**config.mk**
```make
export PLATFORM = sky130hd
export DESIGN_NAME = range_frame_sequencer
export DESIGN_NICKNAME = d
export VERILOG_FILES = /design/src/rtl/range_pkg.sv /design/src/rtl/sample_fifo.sv /design/src/rtl/range_frame_sequencer.sv
export SDC_FILE = /design/constraint.sdc
export NUM_CORES = 1
export LEC_CHECK = 0
export BUFFER_PORTS_ARGS = -buffer_cell sky130_fd_sc_hd__clkbuf_2
export CORE_AREA = 2 2 112 114
export CTS_BUF_LIST = sky130_fd_sc_hd__clkbuf_8 sky130_fd_sc_hd__clkbuf_16
export DETAILED_ROUTE_END_ITERATION = 10
export DIE_AREA = 0 0 114 116
export GPL_TIMING_DRIVEN = 0
export PLACE_DENSITY_LB_ADDON = 0.08
export REMOVE_ABC_BUFFERS = 1
export SYNTH_ARGS = -nofsm -noshare
export SYNTH_HDL_FRONTEND = slang
export SYNTH_SLANG_ARGS = --single-unit
```
**constraint.sdc**
```tcl
create_clock -name clk -period 5 [get_ports clk]
set_input_delay 0.25 -clock clk [delete_from_list [all_inputs] [get_ports clk]]
set_output_delay 0.25 -clock clk [all_outputs]
set_load 0.005 [all_outputs]
```
**src/rtl/range_pkg.sv**
```systemverilog
// Shared types for the range-finder frame sequencer.
// Holds FSM encodings, default sizing and the buffer entry layout.
package range_pkg;

  localparam int DEF_WIDTH = 8;
  localparam int DEF_DEPTH = 16;

  typedef enum logic {
    WR_ACCEPT,
    WR_DISCARD
  } wr_state_t;

  typedef enum logic {
    RD_IDLE,
    RD_EMIT
  } rd_state_t;

  typedef struct packed {
    logic                 last;
    logic [DEF_WIDTH-1:0] data;
  } entry_t;

endpackage

```
**src/rtl/sample_fifo.sv**
```systemverilog
// Synchronous FIFO with wrap-bit pointers and a flush input.
// Read data is presented combinationally from the head entry.
module sample_fifo
  import range_pkg::*;
#(
  parameter int W     = DEF_WIDTH + 1,
  parameter int DEPTH = DEF_DEPTH
) (
  input  logic         clk,
  input  logic         rst_n,
  input  logic         push,
  input  logic [W-1:0] wdata,
  input  logic         pop,
  output logic [W-1:0] rdata,
  input  logic         flush,
  output logic         full,
  output logic         empty
);

  localparam int AW = $clog2(DEPTH);

  logic [W-1:0] mem [DEPTH];
  logic [AW:0]  wr_ptr;
  logic [AW:0]  rd_ptr;
  logic         do_push;
  logic         do_pop;

  assign full  = (wr_ptr[AW] != rd_ptr[AW]) &&
                 (wr_ptr[AW-1:0] == rd_ptr[AW-1:0]);
  assign empty = (wr_ptr == rd_ptr);

  assign do_push = push && !full;
  assign do_pop  = pop && !empty;
  assign rdata   = mem[rd_ptr[AW-1:0]];

  always_ff @(posedge clk or negedge rst_n) begin
    if (!rst_n) begin
      wr_ptr <= '0;
      rd_ptr <= '0;
    end else if (flush) begin
      wr_ptr <= '0;
      rd_ptr <= '0;
    end else begin
      if (do_push) wr_ptr <= wr_ptr + 1'b1;
      if (do_pop)  rd_ptr <= rd_ptr + 1'b1;
    end
  end

  always_ff @(posedge clk) begin
    if (do_push && !flush) mem[wr_ptr[AW-1:0]] <= wdata;
  end

endmodule

```
**src/rtl/range_frame_sequencer.sv**
```systemverilog
// Buffers whole input frames and replays each as a gap-free burst.
// Oversize frames are flushed and the rest of the frame discarded.
module range_frame_sequencer
  import range_pkg::*;
#(
  parameter int WIDTH = DEF_WIDTH,
  parameter int DEPTH = DEF_DEPTH
) (
  input  logic             clk,
  input  logic             rst_n,
  input  logic [WIDTH-1:0] in_data,
  input  logic             in_valid,
  input  logic             in_last,
  output logic             in_ready,
  output logic [WIDTH-1:0] data_out,
  output logic             go,
  output logic             finish,
  output logic             busy,
  output logic             overflow
);

  localparam int PW = $clog2(DEPTH + 1);

  wr_state_t     wr_state;
  wr_state_t     wr_next;
  rd_state_t     rd_state;
  rd_state_t     rd_next;
  logic [PW-1:0] pending;
  logic [PW-1:0] pending_nxt;
  logic          first_q;

  logic          fifo_push;
  logic          fifo_pop;
  logic          fifo_flush;
  logic          fifo_full;
  logic          fifo_empty;
  logic [WIDTH:0] fifo_rdata;

  logic          accept;
  logic          pend_inc;
  logic          pend_dec;

  sample_fifo #(
    .W     (WIDTH + 1),
    .DEPTH (DEPTH)
  ) u_fifo (
    .clk   (clk),
    .rst_n (rst_n),
    .push  (fifo_push),
    .wdata ({in_last, in_data}),
    .pop   (fifo_pop),
    .rdata (fifo_rdata),
    .flush (fifo_flush),
    .full  (fifo_full),
    .empty (fifo_empty)
  );

  assign in_ready = (wr_state == WR_DISCARD) || !fifo_full;
  assign accept   = in_valid && in_ready;

  assign fifo_push  = accept && (wr_state == WR_ACCEPT);
  assign fifo_flush = (wr_state == WR_ACCEPT) && fifo_full &&
                      (pending == '0);
  assign fifo_pop   = (rd_state == RD_EMIT) && !fifo_empty;

  assign pend_inc    = fifo_push && in_last;
  assign pend_dec    = fifo_pop && fifo_rdata[WIDTH];
  assign pending_nxt = pending + PW'(pend_inc) - PW'(pend_dec);

  always_comb begin
    wr_next = wr_state;
    rd_next = rd_state;
    unique case (1'b1)
      wr_state == WR_ACCEPT:
        if (fifo_flush) wr_next = WR_DISCARD;
      wr_state == WR_DISCARD:
        if (accept && in_last) wr_next = WR_ACCEPT;
      default: wr_next = WR_ACCEPT;
    endcase
    unique case (1'b1)
      rd_state == RD_IDLE:
        if (pending != '0) rd_next = RD_EMIT;
      rd_state == RD_EMIT:
        if (pend_dec && pending_nxt == '0) rd_next = RD_IDLE;
      default: rd_next = RD_IDLE;
    endcase
  end

  always_ff @(posedge clk or negedge rst_n) begin
    if (!rst_n) begin
      wr_state <= WR_ACCEPT;
      rd_state <= RD_IDLE;
      pending  <= '0;
      first_q  <= 1'b1;
      overflow <= 1'b0;
    end else begin
      wr_state <= wr_next;
      rd_state <= rd_next;
      pending  <= pending_nxt;
      overflow <= fifo_flush;
      // next pop opens a new frame after idle or a finish
      first_q  <= (rd_state == RD_IDLE) || pend_dec;
    end
  end

  always_ff @(posedge clk or negedge rst_n) begin
    if (!rst_n) begin
      data_out <= '0;
      go       <= 1'b0;
      finish   <= 1'b0;
      busy     <= 1'b0;
    end else if (fifo_pop) begin
      data_out <= fifo_rdata[WIDTH-1:0];
      go       <= first_q;
      finish   <= fifo_rdata[WIDTH];
      busy     <= 1'b1;
    end else begin
      data_out <= '0;
      go       <= 1'b0;
      finish   <= 1'b0;
      busy     <= 1'b0;
    end
  end

endmodule

```
[Yosys cells after proc, flatten, opt, wreduce, memory -nomap -nowiden]
Memories as Yosys holds them, arrays and structs flattened.
Cells that the tools add are included.
Storage, ports and cells
  register bits after elaboration: 30
  RAM bits: 144
  bits of input ports: 12
  output and inout bits: 13
  memories: 1
Operators by class
  add/sub/neg operators: 4
  equality and inequality tests: 3
  mux-type cells: 16
  bitwise gates (word level): 2
  reductions and logical operators: 23
Memories
  u_fifo.mem: words 16, bits a word 9, read ports 1, clocked after Yosys merged registers in 0, write ports 1, RTL line sample_fifo.sv:22  | logic [W-1:0] mem [DEPTH];
Operators by type and width (number)
  $mux 5: 4
  $logic_and 1x1->1: 13
  $add 5x1->5 const B: 2
  $logic_not 5->1: 2
  $mux 1: 9
  $mux 8: 1
  $add 5x1->5: 1
  $eq 5x5->1: 1
  $reduce_bool 5->1: 1
  $sub 5x1->5: 1
  $eq 4x4->1: 1
  $pmux 1 s2: 2
  $reduce_bool 2->1: 2
  $logic_not 1->1: 3
  $logic_or 1x1->1: 2
  $not 1->1: 2
  $ne 1x1->1: 1

[Longest topological paths before layout]
  depth after elaboration: 13
  gate-level depth with buffers: 15
  depth with buffers taken out: 14

[Cells and area by module]
Synthesis repeated with hierarchy kept, for this count alone.
Unflattened totals
  cells, all modules: 424
  area, all modules: 7176.9 µm²
Modules (own cells, without submodules)
  sample_fifo: instances 1, cells each 356, area an instance 6336.1 µm²
  range_frame_sequencer: instances 1, cells each 68, area an instance 840.8 µm²

[Worst setup path after synthesis]
No wires, ideal clock.
  kind: reg2reg
  from: reg u_fifo.rd_ptr[0]
  to: reg rd_state
  setup time: 126 ps
  arrival: 3446 ps
  data required time: 4874 ps
  setup slack: 1428 ps
  cell stages (with the launch flop): 13
  buffers on the path: 1
  cells stage by stage: dfrtp_1 buf_6 mux4_1 mux2_2 o211ai_1 inv_1 ha_1 inv_1 ha_1 fa_1 xor2_1 or4_1 o32a_1
Between the ends
  elaborated cells on any way between the ends: 18
RTL lines
  start, declared: RTL line sample_fifo.sv:24  | logic [AW:0] rd_ptr;
  start signal, assigned: RTL line sample_fifo.sv:45  | if (do_pop) rd_ptr <= rd_ptr + 1'b1;
  parallel branches: the longest is 3 deep, another holds $mem_v2 16x9
  $logic_and 1x1->1 (*): RTL line range_frame_sequencer.sv:67  | assign pend_dec = fifo_pop && fifo_rdata[WIDTH];
  named net pend_dec: RTL line range_frame_sequencer.sv:41  | logic pend_dec;
  $sub 5x1->5 (*): RTL line range_frame_sequencer.sv:68  | assign pending_nxt = pending + PW'(pend_inc) - PW'(pend_dec);
  named net pending_nxt[2]: RTL line range_frame_sequencer.sv:29  | logic [PW-1:0] pending_nxt;
  $logic_not 5->1 (*): RTL line range_frame_sequencer.sv:84  | if (pend_dec && pending_nxt == '0) rd_next = RD_IDLE;
  $logic_and 1x1->1 (*): RTL line range_frame_sequencer.sv:84
  $mux 1 (*): RTL line range_frame_sequencer.sv:84
  $pmux 1 s2 (*): RTL line range_frame_sequencer.sv:80  | unique case (1'b1)
  named net rd_next: RTL line range_frame_sequencer.sv:27  | rd_state_t rd_next;
  end signal, assigned: RTL line range_frame_sequencer.sv:98  | rd_state <= rd_next;
  end, declared: RTL line range_frame_sequencer.sv:26  | rd_state_t rd_state;
Mark *: on every way through the listed nets, which the timed path passes.
A chain may end at the register's enable or synchronous reset.

[Final worst setup path]
Ends and elaborated chain as after synthesis.

==> metrics.md <==
| Metric | Value |
|---|---|
| Outcome | `complete, no violations` |
| Final Cycle Share | `0.876` |
| Finished Cell Area | `7810 um^2` |
| VDD IR-drop max | `~0.00027 V` |
| TritonCTS clock tree | `done` |
| Critical path peak fanout | `21` |
| CTS root buffer | `clkbuf_16` |
| Seq pwr share | `0.444` |
| Yosys cell types | `between 40 and 50` |
| Total CTS buffers | `17` |
| Net switching power | `around 1.4 mW` |
| Fin. max-slew vios | `0` |
| Reg-to-reg setup timing slack | `slightly above 0.6 ns` |
| Internal power | `3.24 mW` |
| Critical Setup Path Class | `flip-flop to flip-flop` |
| Initial Utilization | `0.590` |
| Final hold vios | `0` |
| Vias in the first global route | `~3300` |
| Vias | `between 3000 and 4000` |
| Worst path depth | `12` |
| Metal3 WL | `between 500 and 600 um` |
| Rows | `40` |
| RR Endpoint | `rd_state` |
| # DRC | `0` |
| Worst Hold Depth | `3` |
| Origin of the critical flop-to-flop path | `u_fifo.rd_ptr[0]` |
| Cell Pwr Density | `593 nW/um^2` |
| GRT Util Overall | `0.214` |
| Number of detailed-route iterations in the first pass | `4` |
| Crit path to | `rd_state` |
| H-Tree Depth | `4` |
| Most frequent cells in the layout | `edfxtp_1, mux4_2, dfrtp_1` |
| Global-route wire length before repair | `around 19000 um` |
| Met1 WL | `5410 um` |
| Clock share of power | `0.255` |
| CP endpoint kind | `flip-flop` |
| Placed Area | `~7300 um^2` |
| Relative slew margins | `0.240` |
| Total inserted antenna cells | `0` |
| CTS sink cnt | `174` |
| Vias per cell | `around 6` |
| Unrepaired setup endpoints after global routing | `no` |
| Congestion Overflow GR | `0` |
| MaxCap Viol Count | `0` |
| CTS clk-pin slew, worst paths | `~0.06 ns` |
| Die area | `approximately 13000 um^2` |
| Post-synth EDFFs | `between 100 and 150` |
| Register bit total from synthesis | `around 170` |
| HPWL after DPL | `7460 um` |
| I/O pin cnt | `25` |
| Die span in y | `116 um` |
| Worst Path Required | `about 5.3 ns` |
| Synth Instances | `around 350` |
| P_leak | `2.81 nW` |
| # nets final | `between 400 and 500` |
| Critical Path Start | `u_fifo.rd_ptr[0]` |
| Worst-Margin Slew | `1.14 ns` |
| ANT nets after route | `0` |
| Crit path max-delay family | `multiplexers` |
| Most common cell after layout, fill and taps aside | `edfxtp_1` |
| DR WL/cell | `roughly 23 um` |
| Worst-Skew Late Latency | `roughly 0.43 ns` |
| Worst hold path type | `input pin to flip-flop` |
| Syn avg cell area | `approximately 20 um^2` |
| Yosys warnings | `0` |
| Crit path cell chain | `buf_12, mux4_1, mux2_2, o211ai_1, inv_1, ha_1, inv_1, ha_1, fa_1, xor2_1, or4_1, o32a_1` |
| Setup bufs post-CTS | `0` |
| Core area | `between 10000 and 15000 um^2` |
| Post-Route WL | `about 13000 um` |
| Reg2Reg Depth | `12` |
| Clock Path Buffers | `2` |
| WP buf/inv | `3` |
| GPL Wtd Cong | `about 0.77` |
| Antenna violations before repair | `0` |
| Final min period | `around 4.4 ns` |
| Sw Share | `0.300` |
| Async set-reset flop share out of synthesis | `0.172` |
| Fraction of layout cells with a size suffix above 1 | `0.239` |
| WHS | `approximately 0.11 ns` |
| Pin count of the biggest net entering global routing | `31` |
| Finish-stage setup viols | `0` |
| WL met2 | `~6500 um` |
| Ys flop type | `edfxtp_1` |
| Iter 0 DRT Violations | `approximately 240` |
| Max incr delay on CP | `0.82 ns` |
| Arr. time, crit path | `between 4 and 5 ns` |
| CP Launch Type | `flip-flop` |
| Combinational Power Share | `0.301` |
| Total power | `about 4.6 mW` |
| Sequential fraction of the synthesis area | `0.722` |
| Synthesized area | `7030 um^2` |
| PortBufs | `24` |
| Synth-to-layout area growth | `11.2%` |
| Final Core Density | `0.656` |
| Uppermost routed layer | `met4` |
| Post-Route Skew | `0.00630 ns` |
| Slowest CP cell | `dfrtp_2` |
| Fmax | `around 0.23 GHz` |
| Width of the die | `about 110 um` |
[final cells by class]
type | instances | area (um^2)
clock buffers | 18 | 439
clock inverters | 14 | 91.3
fillers | 809 | 4100
inverters | 10 | 37.5
multi-input cells | 149 | 1800
flip-flops and latches | 174 | 5080
well taps | 147 | 184
repair buffers | 28 | 181
[worst min-delay path, delay by kind of cell]
kind / cells / cell delay [ns]
compound gates: 1 / 0.10
simple gates: 1 / 0.05
buf+inv: 1 / 0.10
[synth_stat cells (2+ instances only)]
| cell type | count | area, um^2 |
|---|---|---|
| ha_1 | 11 | 138 |
| mux2i_1 | 3 | 30.0 |
| buf_2 | 6 | 30.0 |
| xnor2_1 | 9 | 78.8 |
| and3_1 | 15 | 93.8 |
| nor2_1 | 13 | 48.8 |
| edfxtp_1 | 144 | 4320 |
| buf_6 | 2 | 22.5 |
| nand3_1 | 2 | 10.0 |
| and2_1 | 10 | 62.6 |
| nor3_1 | 2 | 10.0 |
| dfrtp_1 | 29 | 726 |
| mux4_1 | 9 | 236 |
| mux4_2 | 35 | 788 |
| a21o_1 | 2 | 15.0 |
| inv_1 | 10 | 37.5 |
| xor2_1 | 7 | 61.3 |
| nand2_1 | 6 | 22.5 |
| nor2b_1 | 4 | 25.0 |
| buf_4 | 2 | 15.0 |
| o211ai_1 | 5 | 37.5 |
| clkbuf_1 | 2 | 7.51 |
| a21oi_1 | 2 | 10.0 |
[power by group through the flow]
stage,clock network (mW),logic [mW],registers [mW]
after floorplan,0,0.982,2.08
after CTS,1.20,1.42,2.06
after global placement,0,1.28,2.18
after detailed placement,0,1.41,2.09
final,1.18,1.40,2.06
after global routing,1.25,1.54,2.09
[registers in the layout, summed over array words and instances, names as in the netlist]
signal         cells
u_fifo.mem       144
data_out           8
pending            5
u_fifo.rd_ptr      5
u_fifo.wr_ptr      5
busy               1
finish             1
first_q            1
go                 1
overflow           1
rd_state           1
wr_state           1
[worst min path at each step]
stage | from | to | slack (ns)
floorplan | rst_n | busy | -0.05
global placement | rst_n | pending[2] | 0.39
detailed placement | rst_n | pending[1] | 0.40
CTS | in_valid | wr_state | 0.09
global route | in_valid | wr_state | 0.12
finish | in_valid | wr_state | 0.11
[cells by family (layout without fill, tap and decap cells)]
group                    count (synthesis)  count (layout)  share of synthesized area
adder cells (fa/ha/maj)                 12              12                     0.0224
AO/OA/AOI/OAI                           15              15                     0.0169
buffers and inverters                   25              70                     0.0222
flip-flops                             174             174                      0.722
AND/OR/NAND/NOR                         58              58                     0.0447
XOR/XNOR                                16              16                     0.0199
multiplexers                            48              48                      0.152
[stage by stage]
step,TNS [ns],std cells,worst slack (ns)
finish,0,540,0.620
global route,0,540,0.276
CTS,0,540,0.538
detailed placement,0,507,0.584
global placement,-0.863,504,-0.686
floorplan,0,333,0.329
[layer usage]
layer / track usage / up-vias
li1: - / 1456
met1: 0.276 / 1657
met2: 0.354 / 77
met3: 0.0549 / 22
met4: 0.0862 / 0
met5: 0 / -
[timing repair]
action	CTS	global route
hold buffers	1	0
gates resized for setup	0	0
hold endpoints to repair	29	0
No activity file was read; power rests on OpenSTA's default activity.
